===== config.mk =====
export PLATFORM = sky130hd
export DESIGN_NAME = imem_loader
export DESIGN_NICKNAME = d
export VERILOG_FILES = /design/src/rtl/mips32_pkg.sv /design/src/rtl/imem_loader.sv
export SDC_FILE = /design/constraint.sdc
export NUM_CORES = 1
export LEC_CHECK = 0
export ABC_AREA = 1
export BUFFER_PORTS_ARGS = -buffer_cell sky130_fd_sc_hd__buf_2
export CORE_UTILIZATION = 54
export DETAILED_ROUTE_END_ITERATION = 10
export MAX_ROUTING_LAYER = met4
export PLACE_DENSITY_LB_ADDON = 0.08
export SYNTH_ARGS = -nofsm -noshare
export SYNTH_HDL_FRONTEND = slang
export SYNTH_SLANG_ARGS = --single-unit
export TNS_END_PERCENT = 5

===== constraint.sdc =====
create_clock -name clk -period 1.9 [get_ports clk]
set_input_delay 0.285 -clock clk [delete_from_list [all_inputs] [get_ports clk]]
set_output_delay 0.285 -clock clk [all_outputs]
set_load 0.01 [all_outputs]

===== src/rtl/mips32_pkg.sv =====
// Shared definitions for the instruction-memory loader.
// IMEM_LOADER_CHECKSUM_EN adds the trailing checksum state.
package mips32_pkg;

  localparam int unsigned LEN_W  = 8;
  localparam int unsigned BYTE_W = 8;

  typedef enum logic [2:0] {
    StIdle,
    StLen,
    StData,
`ifdef IMEM_LOADER_CHECKSUM_EN
    StCsum,
`endif
    StDone,
    StError
  } loader_state_e;

endpackage


===== src/rtl/imem_loader.sv =====
// Byte-stream instruction-memory loader. Receives a length byte N, then 4N payload
// bytes (big-endian words). Each word goes out on a one-cycle write strobe. The CPU is
// held in reset until the load completes.
// Optional feature: define IMEM_LOADER_CHECKSUM_EN to require a trailing mod-256 sum byte
// covering N and all payload bytes.
module imem_loader
  import mips32_pkg::*;
#(
  parameter int unsigned DEPTH  = 64,
  parameter int unsigned ADDR_W = 6
) (
  input  logic              clk,
  input  logic              reset,
  input  logic              start,
  input  logic [BYTE_W-1:0] in_data,
  input  logic              in_valid,
  output logic              in_ready,
  output logic              wr_en,
  output logic [ADDR_W-1:0] wr_addr,
  output logic [31:0]       wr_data,
  output logic              cpu_reset,
  output logic              done,
  output logic              error,
  output logic [ADDR_W:0]   words_loaded
);

  localparam int unsigned         CntW   = ADDR_W + 1;
  localparam logic [CntW-1:0]     OneCnt = 1;

  loader_state_e state_q, state_d;

  logic             accept;
  logic             start_ok;
  logic             len_ok;
  logic             word_last_byte;
  logic             load_last_word;
  logic [LEN_W-1:0] len_byte;

  logic [1:0]        byte_cnt_q, byte_cnt_d;
  logic [23:0]       word_q, word_d;
  logic [CntW-1:0]   len_q, len_d;
  logic [CntW-1:0]   words_q, words_d;
  logic              wr_en_q, wr_en_d;
  logic [ADDR_W-1:0] wr_addr_q, wr_addr_d;
  logic [31:0]       wr_data_q, wr_data_d;
  logic              cpu_reset_q, cpu_reset_d;

`ifdef IMEM_LOADER_CHECKSUM_EN
  logic [BYTE_W-1:0] sum_q, sum_d;
  logic              csum_ok;
  assign csum_ok = (in_data == sum_q);
`endif

  assign accept         = in_valid & in_ready;
  assign start_ok       = start & ((state_q == StIdle) || (state_q == StDone) ||
                                   (state_q == StError));
  assign len_byte       = in_data;
  assign len_ok         = (len_byte != '0) && (32'(len_byte) <= DEPTH);
  assign word_last_byte = (byte_cnt_q == 2'd3);
  assign load_last_word = ((words_q + OneCnt) == len_q);

  // State register
  always_ff @(posedge clk) begin
    if (reset) begin
      state_q <= StIdle;
    end else begin
      state_q <= state_d;
    end
  end

  // Next-state decode
  always_comb begin
    state_d = state_q;
    unique case (state_q)
      StIdle, StDone, StError: if (start) state_d = StLen;
      StLen:  if (accept) state_d = len_ok ? StData : StError;
      StData: begin
        if (accept && word_last_byte && load_last_word) begin
`ifdef IMEM_LOADER_CHECKSUM_EN
          state_d = StCsum;
`else
          state_d = StDone;
`endif
        end
      end
`ifdef IMEM_LOADER_CHECKSUM_EN
      StCsum: if (accept) state_d = csum_ok ? StDone : StError;
`endif
      default: state_d = StIdle;
    endcase
  end

  // Per-state outputs
  always_comb begin
    in_ready = 1'b0;
    done     = 1'b0;
    error    = 1'b0;
    unique case (state_q)
      StLen, StData: in_ready = 1'b1;
`ifdef IMEM_LOADER_CHECKSUM_EN
      StCsum:        in_ready = 1'b1;
`endif
      StDone:        done     = 1'b1;
      StError:       error    = 1'b1;
      default:       ;
    endcase
  end

  // Datapath next-state: word assembly, write strobe, counters
  always_comb begin
    byte_cnt_d = byte_cnt_q;
    word_d     = word_q;
    len_d      = len_q;
    words_d    = words_q;
    wr_en_d    = 1'b0;
    wr_addr_d  = wr_addr_q;
    wr_data_d  = wr_data_q;
`ifdef IMEM_LOADER_CHECKSUM_EN
    sum_d      = sum_q;
`endif

    if (start_ok) begin
      byte_cnt_d = '0;
      words_d    = '0;
`ifdef IMEM_LOADER_CHECKSUM_EN
      sum_d      = '0;
`endif
    end

    if (accept && (state_q == StLen)) begin
      len_d = CntW'(len_byte);
`ifdef IMEM_LOADER_CHECKSUM_EN
      sum_d = sum_q + in_data;
`endif
    end

    if (accept && (state_q == StData)) begin
      byte_cnt_d = byte_cnt_q + 2'd1;
      if (word_last_byte) begin
        // Address comes from the pre-increment count, so the first word lands at 0
        wr_en_d   = 1'b1;
        wr_data_d = {word_q, in_data};
        wr_addr_d = words_q[ADDR_W-1:0];
        words_d   = words_q + OneCnt;
      end else begin
        word_d = {word_q[15:0], in_data};
      end
`ifdef IMEM_LOADER_CHECKSUM_EN
      sum_d = sum_q + in_data;
`endif
    end

    // Keep the CPU in reset through the final write strobe
    cpu_reset_d = (state_d != StDone) || wr_en_d;
  end

  // Datapath registers
  always_ff @(posedge clk) begin
    if (reset) begin
      byte_cnt_q  <= '0;
      word_q      <= '0;
      len_q       <= '0;
      words_q     <= '0;
      wr_en_q     <= 1'b0;
      wr_addr_q   <= '0;
      wr_data_q   <= '0;
      cpu_reset_q <= 1'b1;
`ifdef IMEM_LOADER_CHECKSUM_EN
      sum_q       <= '0;
`endif
    end else begin
      byte_cnt_q  <= byte_cnt_d;
      word_q      <= word_d;
      len_q       <= len_d;
      words_q     <= words_d;
      wr_en_q     <= wr_en_d;
      wr_addr_q   <= wr_addr_d;
      wr_data_q   <= wr_data_d;
      cpu_reset_q <= cpu_reset_d;
`ifdef IMEM_LOADER_CHECKSUM_EN
      sum_q       <= sum_d;
`endif
    end
  end

  assign wr_en        = wr_en_q;
  assign wr_addr      = wr_addr_q;
  assign wr_data      = wr_data_q;
  assign cpu_reset    = cpu_reset_q;
  assign words_loaded = words_q;

endmodule

==> flow_summary.json, run 1 <==
{
  "path_clk_slew_ns": 0.08,
  "rows": 27,
  "drive_gt1_share_pct": 21.7,
  "postCtsResizedCells": 0,
  "tightestPinTransition_ns": 0.691,
  "max_stage_delay_ns": 0.50,
  "core_area_mm2": 0.00561,
  "layout_common_cells": "83 x dfxtp_1, 74 x nand2_1, 61 x buf_2",
  "diodes": 0,
  "globalplace.congestion": 0.825,
  "ir_drop_mv": 0.594,
  "clk_latency_ns": 0.34,
  "port_buffers": 61,
  "synth_cells": 390,
  "grt_pass1_wl_um": 10800,
  "grt_antenna_before_repair": 0,
  "worstHoldStart": "start",
  "cts_sinks": 83,
  "hpwlAfterDp_um": 4440,
  "vias": 2638,
  "rr_endpoint": "words_loaded[2]",
  "die_y_um": 78.9,
  "dp_cells": 509,
  "antenna_left": 0,
  "routedWlPerCell_um": 12.4,
  "drt_pre_antenna_iters": 5,
  "synth_cell_types": 29,
  "grt_use_total_pct": 22.7,
  "viasPerCell": 5.03,
  "ys_ff_latch": 83,
  "fin_crit_ns": 1.70,
  "cts_buffers": 9,
  "layout_commonest_cell": "dfxtp_1",
  "grt_overflow": 0,
  "syn_avg_cell_area_um2": 8.19,
  "cts_tree": "done",
  "crit_top_cell": "inv_2",
  "p_leak_nw": 1.62,
  "fin_nets": 462,
  "die-area_mm2": 0.00622,
  "fp.dieW_um": 78.9,
  "synth_fp_nets": 404,
  "drc": 0,
  "ff2ff_path_depth": 8,
  "arrival_ns": 1.97,
  "cellPowerDensity_mw_per_mm2": 890,
  "maxSlewViolCount": 0,
  "grt_setup_unrepaired": "false",
  "min_path_cells": 3,
  "ctsHoldBuffers": 0,
  "worstPathRequired_ns": 2.17,
  "hold_class": "in -> reg",
  "fmax_mhz": 588,
  "initial_core_util_pct": 56.9,
  "grt_start_max_net_pins": 49,
  "layout.cells.non_filler": 524,
  "cts_buffer_depth": 2,
  "worstPathCellList": "inv_2 -> nand3_2 -> nor2_4 -> nand2_4 -> nand2_1 -> inv_2 -> nand2_2 -> o22ai_2",
  "hold_viol": 0,
  "pin_count": 62,
  "hold-path-endpoint": "cpu_reset",
  "skew_ns": 0.00831,
  "routed_wl_um": 6490,
  "area_delta_synth_final_pct": 16.0,
  "htreeDepth": 3,
  "worst-setup-path-type": "reg -> reg",
  "slew_headroom_pct": 53.9,
  "path_max_fanout": 40,
  "drt_iter0_drc": 156,
  "end_kind": "flip-flop",
  "setup_viol": 0,
  "start_kind": "flip-flop",
  "yosysSeqAreaShare_pct": 52.0,
  "outcome": "completed",
  "timing.rr.start": "state_q[2]",
  "grt_pass1_vias": 2287,
  "setup-tns-final_ns": 0,
  "drv_cap": 0,
  "fin_crit_sh_pct": 89.5,
  "yosysWarningCount": 0,
  "clockRootBuffer": "clkbuf_8",
  "post_cts_buffers": 0,
  "crit_slowest_cell": "inv_2",
  "r2r_slack_ns": 0.20,
  "synth_area_mm2": 0.00319
}
-- where the power goes --
group	internal (W)	total, W	switching, W
sequential	0.00176	0.00177	0.0000141
clock	0.000764	0.00136	0.000597
combinational	0.0000510	0.000161	0.000110
total	0.00258	0.00330	0.000721
-- layer usage --
layer / share of wire, % / track usage, % / up-vias
li1: - / - / 1365
met1: 52 / 32.4 / 1193
met2: 42 / 32.0 / 70
met3: 4.2 / 4.02 / 10
met4: 1.6 / 8.73 / 0
met5: 0 / - / -
-- cell families (layout without fill, tap and decap cells) --
| group | count (synthesis) | in the layout | share of synthesized area (%) |
|---|---|---|---|
| AO/OA/AOI/OAI | 116 | 116 | 20.1 |
| AND/OR/NAND/NOR | 110 | 110 | 14.8 |
| flip-flops | 83 | 83 | 52.0 |
| XOR/XNOR | 4 | 4 | 1.53 |
| buffers and inverters | 75 | 137 | 10.7 |
| adder cells (fa/ha/maj) | 2 | 2 | 0.784 |
-- Yosys cell counts --
cell	number	area [µm²]
a21oi_1	37	185
buf_6	7	78.8
nand2_1	74	278
nor2_8	1	20.0
nand2_4	1	11.3
a22o_1	2	17.5
nand3b_1	1	7.51
clkbuf_1	4	15.0
o22ai_2	4	50.1
nand3_2	1	10.0
buf_1	1	3.75
o21ai_0	34	170
a31oi_1	1	6.26
buf_2	5	25.0
o21ai_2	6	52.6
nand4_1	2	12.5
inv_1	54	203
nand3_1	8	40.0
nand2_2	1	6.26
xnor3_1	1	22.5
o22ai_1	1	6.26
ha_1	2	25.0
o21ai_1	31	155
nor2_4	1	11.3
xor2_1	3	26.3
inv_4	1	6.26
dfxtp_1	83	1660
nor2_1	20	75.1
inv_2	3	11.3
-- cell type report --
type                            count  area [µm²]
Fill cell                         540        1900
Tap cell                           72        90.1
Inverter                           58         220
Timing Repair Buffer               64         328
Clock buffer                       10         138
Sequential cell                    83        1660
Multi-Input combinational cell    232        1190
Clock inverter                      5        77.6
-- registers in the layout, summed over array words and instances, names as in the netlist --
signal and flops:
byte_cnt_q 2, cpu_reset 1, wr_addr 6, len_q 7, word_q 24, words_loaded 7
state_q 3, wr_en 1, wr_data 32
-- critical path: cells and delay by family, from the launching register on --
kind | cells | cell delay (ns)
flops | 1 | 0.38
buf+inv | 2 | 0.57
compound gates | 1 | 0.14
simple gates | 5 | 0.53
-- through the flow --
step | util [%] | hold WS (ns) | area (µm²) | total power (W) | setup WS, ns
after global routing | 66.0 | 0.236 | 3700 | 0.00341 | 0.0151
after CTS | 66.0 | 0.210 | 3700 | 0.00331 | 0.138
after floorplan | - | 0.354 | 3190 | 0.00192 | 0.403
final | 66.0 | 0.227 | 3700 | 0.00330 | 0.200
after global placement | 62.2 | 0.437 | 3490 | 0.00197 | 0.238
after detailed placement | 62.2 | 0.443 | 3490 | 0.00197 | 0.149
-- worst max-delay path by stage --
stage	slack, ns	cells past startpoint	endpoint	startpoint
global placement	0.24	8	words_loaded[4]	state_q[2]
finish	0.20	8	words_loaded[2]	state_q[2]
CTS	0.14	8	words_loaded[2]	state_q[2]
detailed placement	0.15	8	words_loaded[2]	state_q[2]
global route	0.02	11	state_q[0]	words_loaded[0]
floorplan	0.40	11	state_q[0]	words_loaded[0]
(Power assumes the default switching activity.)
==> inputs of run 2 (changes only) <==
- CORE_UTILIZATION: 54 -> 45
- PLACE_DENSITY: unset -> 0.71
- PLACE_DENSITY_LB_ADDON: 0.08 -> unset
- clock period: 1.9 -> 2.1 ns (I/O delays scaled with it)
==> run 2 against run 1 <==
  * Final cell count up 4.6%
  * Clock-buffer cell count is 3 higher
  * Largest cell class unchanged
  * Hold slack improved by 0.031 ns
  * Critical path type unchanged
==> flow_summary.json, run 2 (synthesis gave the netlist of run 1 again) <==
{
  "outcome": "completed",
  "rows": 30,
  "antenna_left": 0,
  "globalplace.congestion": 0.802,
  "hold_ws_ns": 0.259,
  "die_y_um": 86.2,
  "setup_viol": 0,
  "cts_tree": "done",
  "drive_gt1_share_pct": 21.5,
  "largest_reg_flops": 32,
  "hold_viol": 0,
  "placedInstanceArea_mm2": 0.00352,
  "path_max_fanout": 40,
  "end_kind": "flip-flop",
  "hpwlAfterDp_um": 4560,
  "cts_buffers": 9,
  "r2r_slack_ns": 0.36,
  "grt_antenna_before_repair": 0,
  "layout_commonest_cell": "dfxtp_1",
  "fin_crit_ns": 1.74,
  "post_cts_buffers": 0,
  "p_leak_nw": 1.61,
  "drt_iter0_drc": 115,
  "met2_wirelength_um": 2730,
  "postCtsResizedCells": 0,
  "port_buffers": 61,
  "drt_pre_antenna_iters": 4,
  "seq_area_mm2": 0.00166,
  "worstPathRequired_ns": 2.38,
  "cellPowerDensity_mw_per_mm2": 757,
  "cts_sinks": 83,
  "grt_setup_unrepaired": "false",
  "grt_overflow": 0,
  "critPathCapture": "words_loaded[4]",
  "slew_headroom_pct": 54.2,
  "grt_use_total_pct": 19.3,
  "drv_cap": 0,
  "rr_endpoint": "words_loaded[4]",
  "fin_ws_ns": 0.361,
  "design_area_mm2": 0.00370,
  "start_kind": "flip-flop",
  "pin_count": 62,
  "fp.dieW_um": 86.2,
  "setup-tns-final_ns": 0,
  "maxSlewViolCount": 0,
  "drc": 0,
  "cp-startpoint": "state_q[2]",
  "ctsHoldBuffers": 0,
  "drt-met1-wl_um": 3520,
  "grt_start_max_net_pins": 49,
  "cts_buffer_depth": 2,
  "initial_core_util_pct": 46.7,
  "worst-setup-path-type": "reg -> reg",
  "multi_input_comb_area_mm2": 0.00119,
  "fin_nets": 462,
  "power_w": 0.00280,
  "timing.rr.start": "state_q[2]",
  "routed_wl_um": 6620,
  "arrival_ns": 2.02,
  "wl_met3_um": 250,
  "grt_pass1_wl_um": 10800,
  "viasPerCell": 4.67,
  "skew_ns": 0.00461,
  "ir_drop_mv": 0.316,
  "clk_latency_ns": 0.34,
  "hold_class": "in -> reg",
  "layout_common_cells": "83 x dfxtp_1, 74 x nand2_1, 61 x buf_2",
  "die-area_mm2": 0.00744,
  "fillers": 688,
  "grt_pass1_vias": 2312,
  "top_layer_used": "met4",
  "fmax_mhz": 575,
  "diodes": 0,
  "clockRootBuffer": "clkbuf_8",
  "area_delta_synth_final_pct": 15.8,
  "ff2ff_path_depth": 8,
  "vias": 2561,
  "tightestPinTransition_ns": 0.687,
  "routedWlPerCell_um": 12.1,
  "path_clk_slew_ns": 0.08,
  "htreeDepth": 3,
  "dp_slack_ns": 0.369,
  "core_area_mm2": 0.00683,
  "fin_crit_sh_pct": 82.8
}
-- run 2: worst min-delay path by stage --
stage / from / to / slack, ns / depth (start not counted)
final: start / cpu_reset / 0.26 / 3
after floorplan: reset / byte_cnt_q[1] / 0.38 / 1
after CTS: start / cpu_reset / 0.24 / 3
after global routing: in_data[0] / wr_data[0] / 0.26 / 2
after global placement: word_q[21] / word_q[21] / 0.44 / 2
after detailed placement: word_q[22] / word_q[22] / 0.44 / 2
-- run 2: critical path, stage by stage, from the launching register on --
cell and delay, ns:
dfxtp_1 0.41, inv_2 0.08, nand3_2 0.11, nor2_4 0.06, nand2_4 0.10, nand2_1 0.07, inv_2 0.51, nand2_2 0.20
o22ai_2 0.13
-- run 2: metrics by stage --
stage	cells	util, %
after global placement	533	51.5
after global routing	548	54.1
after floorplan	390	-
after CTS	548	54.1
final	548	54.1
after detailed placement	533	51.5
-- run 2: report_power, final --
| part | internal, W | leakage, nW | switching [W] |
|---|---|---|---|
| Sequential | 0.00159 | 0.670 | 0.0000126 |
| Combinational | 0.0000462 | 0.847 | 0.0000995 |
| Clock | 0.000517 | 0.0953 | 0.000533 |
| Total | 0.00216 | 1.61 | 0.000645 |
-- run 2: area by class of cell --
class	instances	share of cell area, %
Clock inverter	2	0.271
Timing Repair Buffer	64	8.87
Clock buffer	13	4.57
Tap cell	96	3.25
Sequential cell	83	44.9
Inverter	58	5.96
Multi-Input combinational cell	232	32.1
-- run 2: metal layers --
layer	GRT usage, %	up-vias
met3	3.05	9
met2	27.1	64
met5	-	-
li1	-	1372
met4	8.64	0
met1	27.3	1116
==> inputs of run 3 (changes only) <==
- PLACE_DENSITY: 0.71 -> 0.74
- clock period: 2.1 -> 1.45 ns (I/O delays scaled with it)
==> run 3 against run 2 <==
  * Die area unchanged
  * First-iteration DRC count rose by 29%
  * Sequential share of layout area down 2.5 points
  * Critical path depth decreased by 3
  * Global-route usage grew 0.88 points
  * Register-to-register slack got worse by 0.30 ns
  * Sequential cell count unchanged
  * Combinational power up 62%
  * Wire length up 4.7%
==> flow_summary.json, run 3 (synthesis gave the netlist of run 1 again) <==
{
  "area_delta_synth_final_pct": 23.0,
  "cts_tree": "done",
  "drv_cap": 0,
  "p_sw_share_pct": 24.6,
  "grt_busiest_layer": "met2",
  "grt_util_met3_pct": 4.00,
  "diodes": 0,
  "fin_nets": 477,
  "drc": 0,
  "worstPathCellList": "inv_2 -> nor2_1 -> nand2_1 -> nand2_2 -> buf_2",
  "gr-usage-met1_pct": 26.8,
  "clockRootBuffer": "clkbuf_8",
  "p_sw_w": 0.000982,
  "outcome": "completed",
  "crit_slowest_cell": "dfxtp_2",
  "drt_pre_antenna_iters": 4,
  "core_area_mm2": 0.00683,
  "max_stage_delay_ns": 0.36,
  "hold_class": "in -> reg",
  "path_clk_slew_ns": 0.08,
  "ctsHoldBuffers": 0,
  "fmax_mhz": 690,
  "internal_power_w": 0.00301,
  "combinationalPowerShare_pct": 5.9,
  "globalplace.congestion": 0.859,
  "fin_crit_sh_pct": 99.9,
  "grt_setup_unrepaired": "true",
  "ir_drop_mv": 0.522,
  "grt_pass1_vias": 2492,
  "worst-setup-path-type": "reg -> out",
  "layout_common_cells": "78 x dfxtp_1, 72 x nand2_1, 61 x buf_2",
  "tightestPinTransition_ns": 0.275,
  "setup_viol": 0,
  "grt_antenna_before_repair": 0,
  "port_buffers": 61,
  "routedWlPerCell_um": 12.3,
  "clk_latency_ns": 0.34,
  "layout_commonest_cell": "dfxtp_1",
  "grt_overflow": 0,
  "drt_iter0_drc": 148,
  "antenna_left": 0,
  "path_max_fanout": 3,
  "p_clk_share_pct": 35.8,
  "grt_use_total_pct": 20.2,
  "cts_sinks": 83,
  "grt_pass1_wl_um": 11400,
  "largest_reg_flops": 32,
  "setup-tns-final_ns": 0,
  "start_kind": "flip-flop",
  "cts_buffers": 9,
  "share_seq_of_total_power_pct": 58.2,
  "end_kind": "primary output",
  "viasPerCell": 4.84,
  "slew_headroom_pct": 81.7,
  "rows": 30,
  "die-area_mm2": 0.00744,
  "fp.dieW_um": 86.2,
  "grt_start_max_net_pins": 49,
  "power_w": 0.00399,
  "hold_viol": 0,
  "fin_crit_ns": 1.45,
  "pin_count": 62,
  "cellPowerDensity_mw_per_mm2": 1020,
  "vias": 2730,
  "cts_buffer_depth": 2,
  "initial_core_util_pct": 46.7,
  "p_leak_nw": 1.71,
  "routed_wl_um": 6930,
  "hpwlAfterDp_um": 5010,
  "htreeDepth": 3,
  "skew_ns": 0.00815,
  "die_y_um": 86.2,
  "fillers": 657,
  "maxSlewViolCount": 0,
  "use_met2_pct": 30.0,
  "drive_gt1_share_pct": 26.9,
  "worstPathRequired_ns": 1.23,
  "arrival_ns": 1.23
}
[run 3: layout make-up]
class                           count  area [µm²]  area share [%]
Timing Repair Buffer               79         515            13.1
Sequential cell                    83        1670            42.5
Tap cell                           96         120            3.06
Clock inverter                      6        42.5            1.08
Inverter                           58         223            5.67
Clock buffer                       10         128            3.25
Multi-Input combinational cell    232        1230            31.3
[run 3: path summary, 6_finish.rpt]
kind,start,to,slack [ns],cells after the start
worst max-delay path,state_q[0],in_ready,0.002,5
worst min-delay path,start,cpu_reset,0.15,3
worst min register to register,wr_addr[5],wr_addr[5],0.45,2
worst max register to register,state_q[2],words_loaded[0],0.06,9
[run 3: per-layer routing]
metal  routed length, µm  share of wire (%)  up-vias
met5                   0                  0        -
met4                  93                1.3        0
met3                 326                4.7        8
met2                3200                 46       73
met1                3300                 48     1249
li1                    -                  -     1400
[run 3: timing repair]
action                                  CTS  global route
endpoints found under the setup margin   19            57
setup buffers                             0             2
gates resized for setup                   3            18
pin swaps                                 0             6
[run 3: power by group through the flow]
stage	registers, W	logic [W]	clock network, W
finish	0.00233	0.000237	0.00143
global route	0.00233	0.000267	0.00159
CTS	0.00232	0.000227	0.00147
detailed placement	0.00238	0.000225	0
global placement	0.00238	0.000220	0
floorplan	0.00237	0.000146	0
[run 3: critical path: cells and delay by family, from the launching register on]
kind / cells / cell delay, ns
flops: 1 / 0.36
buf+inv: 2 / 0.20
simple gates: 3 / 0.33
[run 3: through the flow]
| stage | cells | utilization [%] | setup slack [ns] | hold slack [ns] | area (µm²) |
|---|---|---|---|---|---|
| 2_1_floorplan | 390 | - | 0.0387 | 0.287 | 3190 |
| 3_3_place_gp | 546 | 54.0 | 0.0557 | 0.438 | 3690 |
| 3_5_place_dp | 546 | 54.0 | -0.0191 | 0.443 | 3690 |
| 4_1_cts | 562 | 56.6 | -0.0102 | 0.139 | 3860 |
| 5_1_grt | 564 | 57.5 | -0.0511 | 0.135 | 3930 |
| 6_report | 564 | 57.5 | 0.00173 | 0.154 | 3930 |
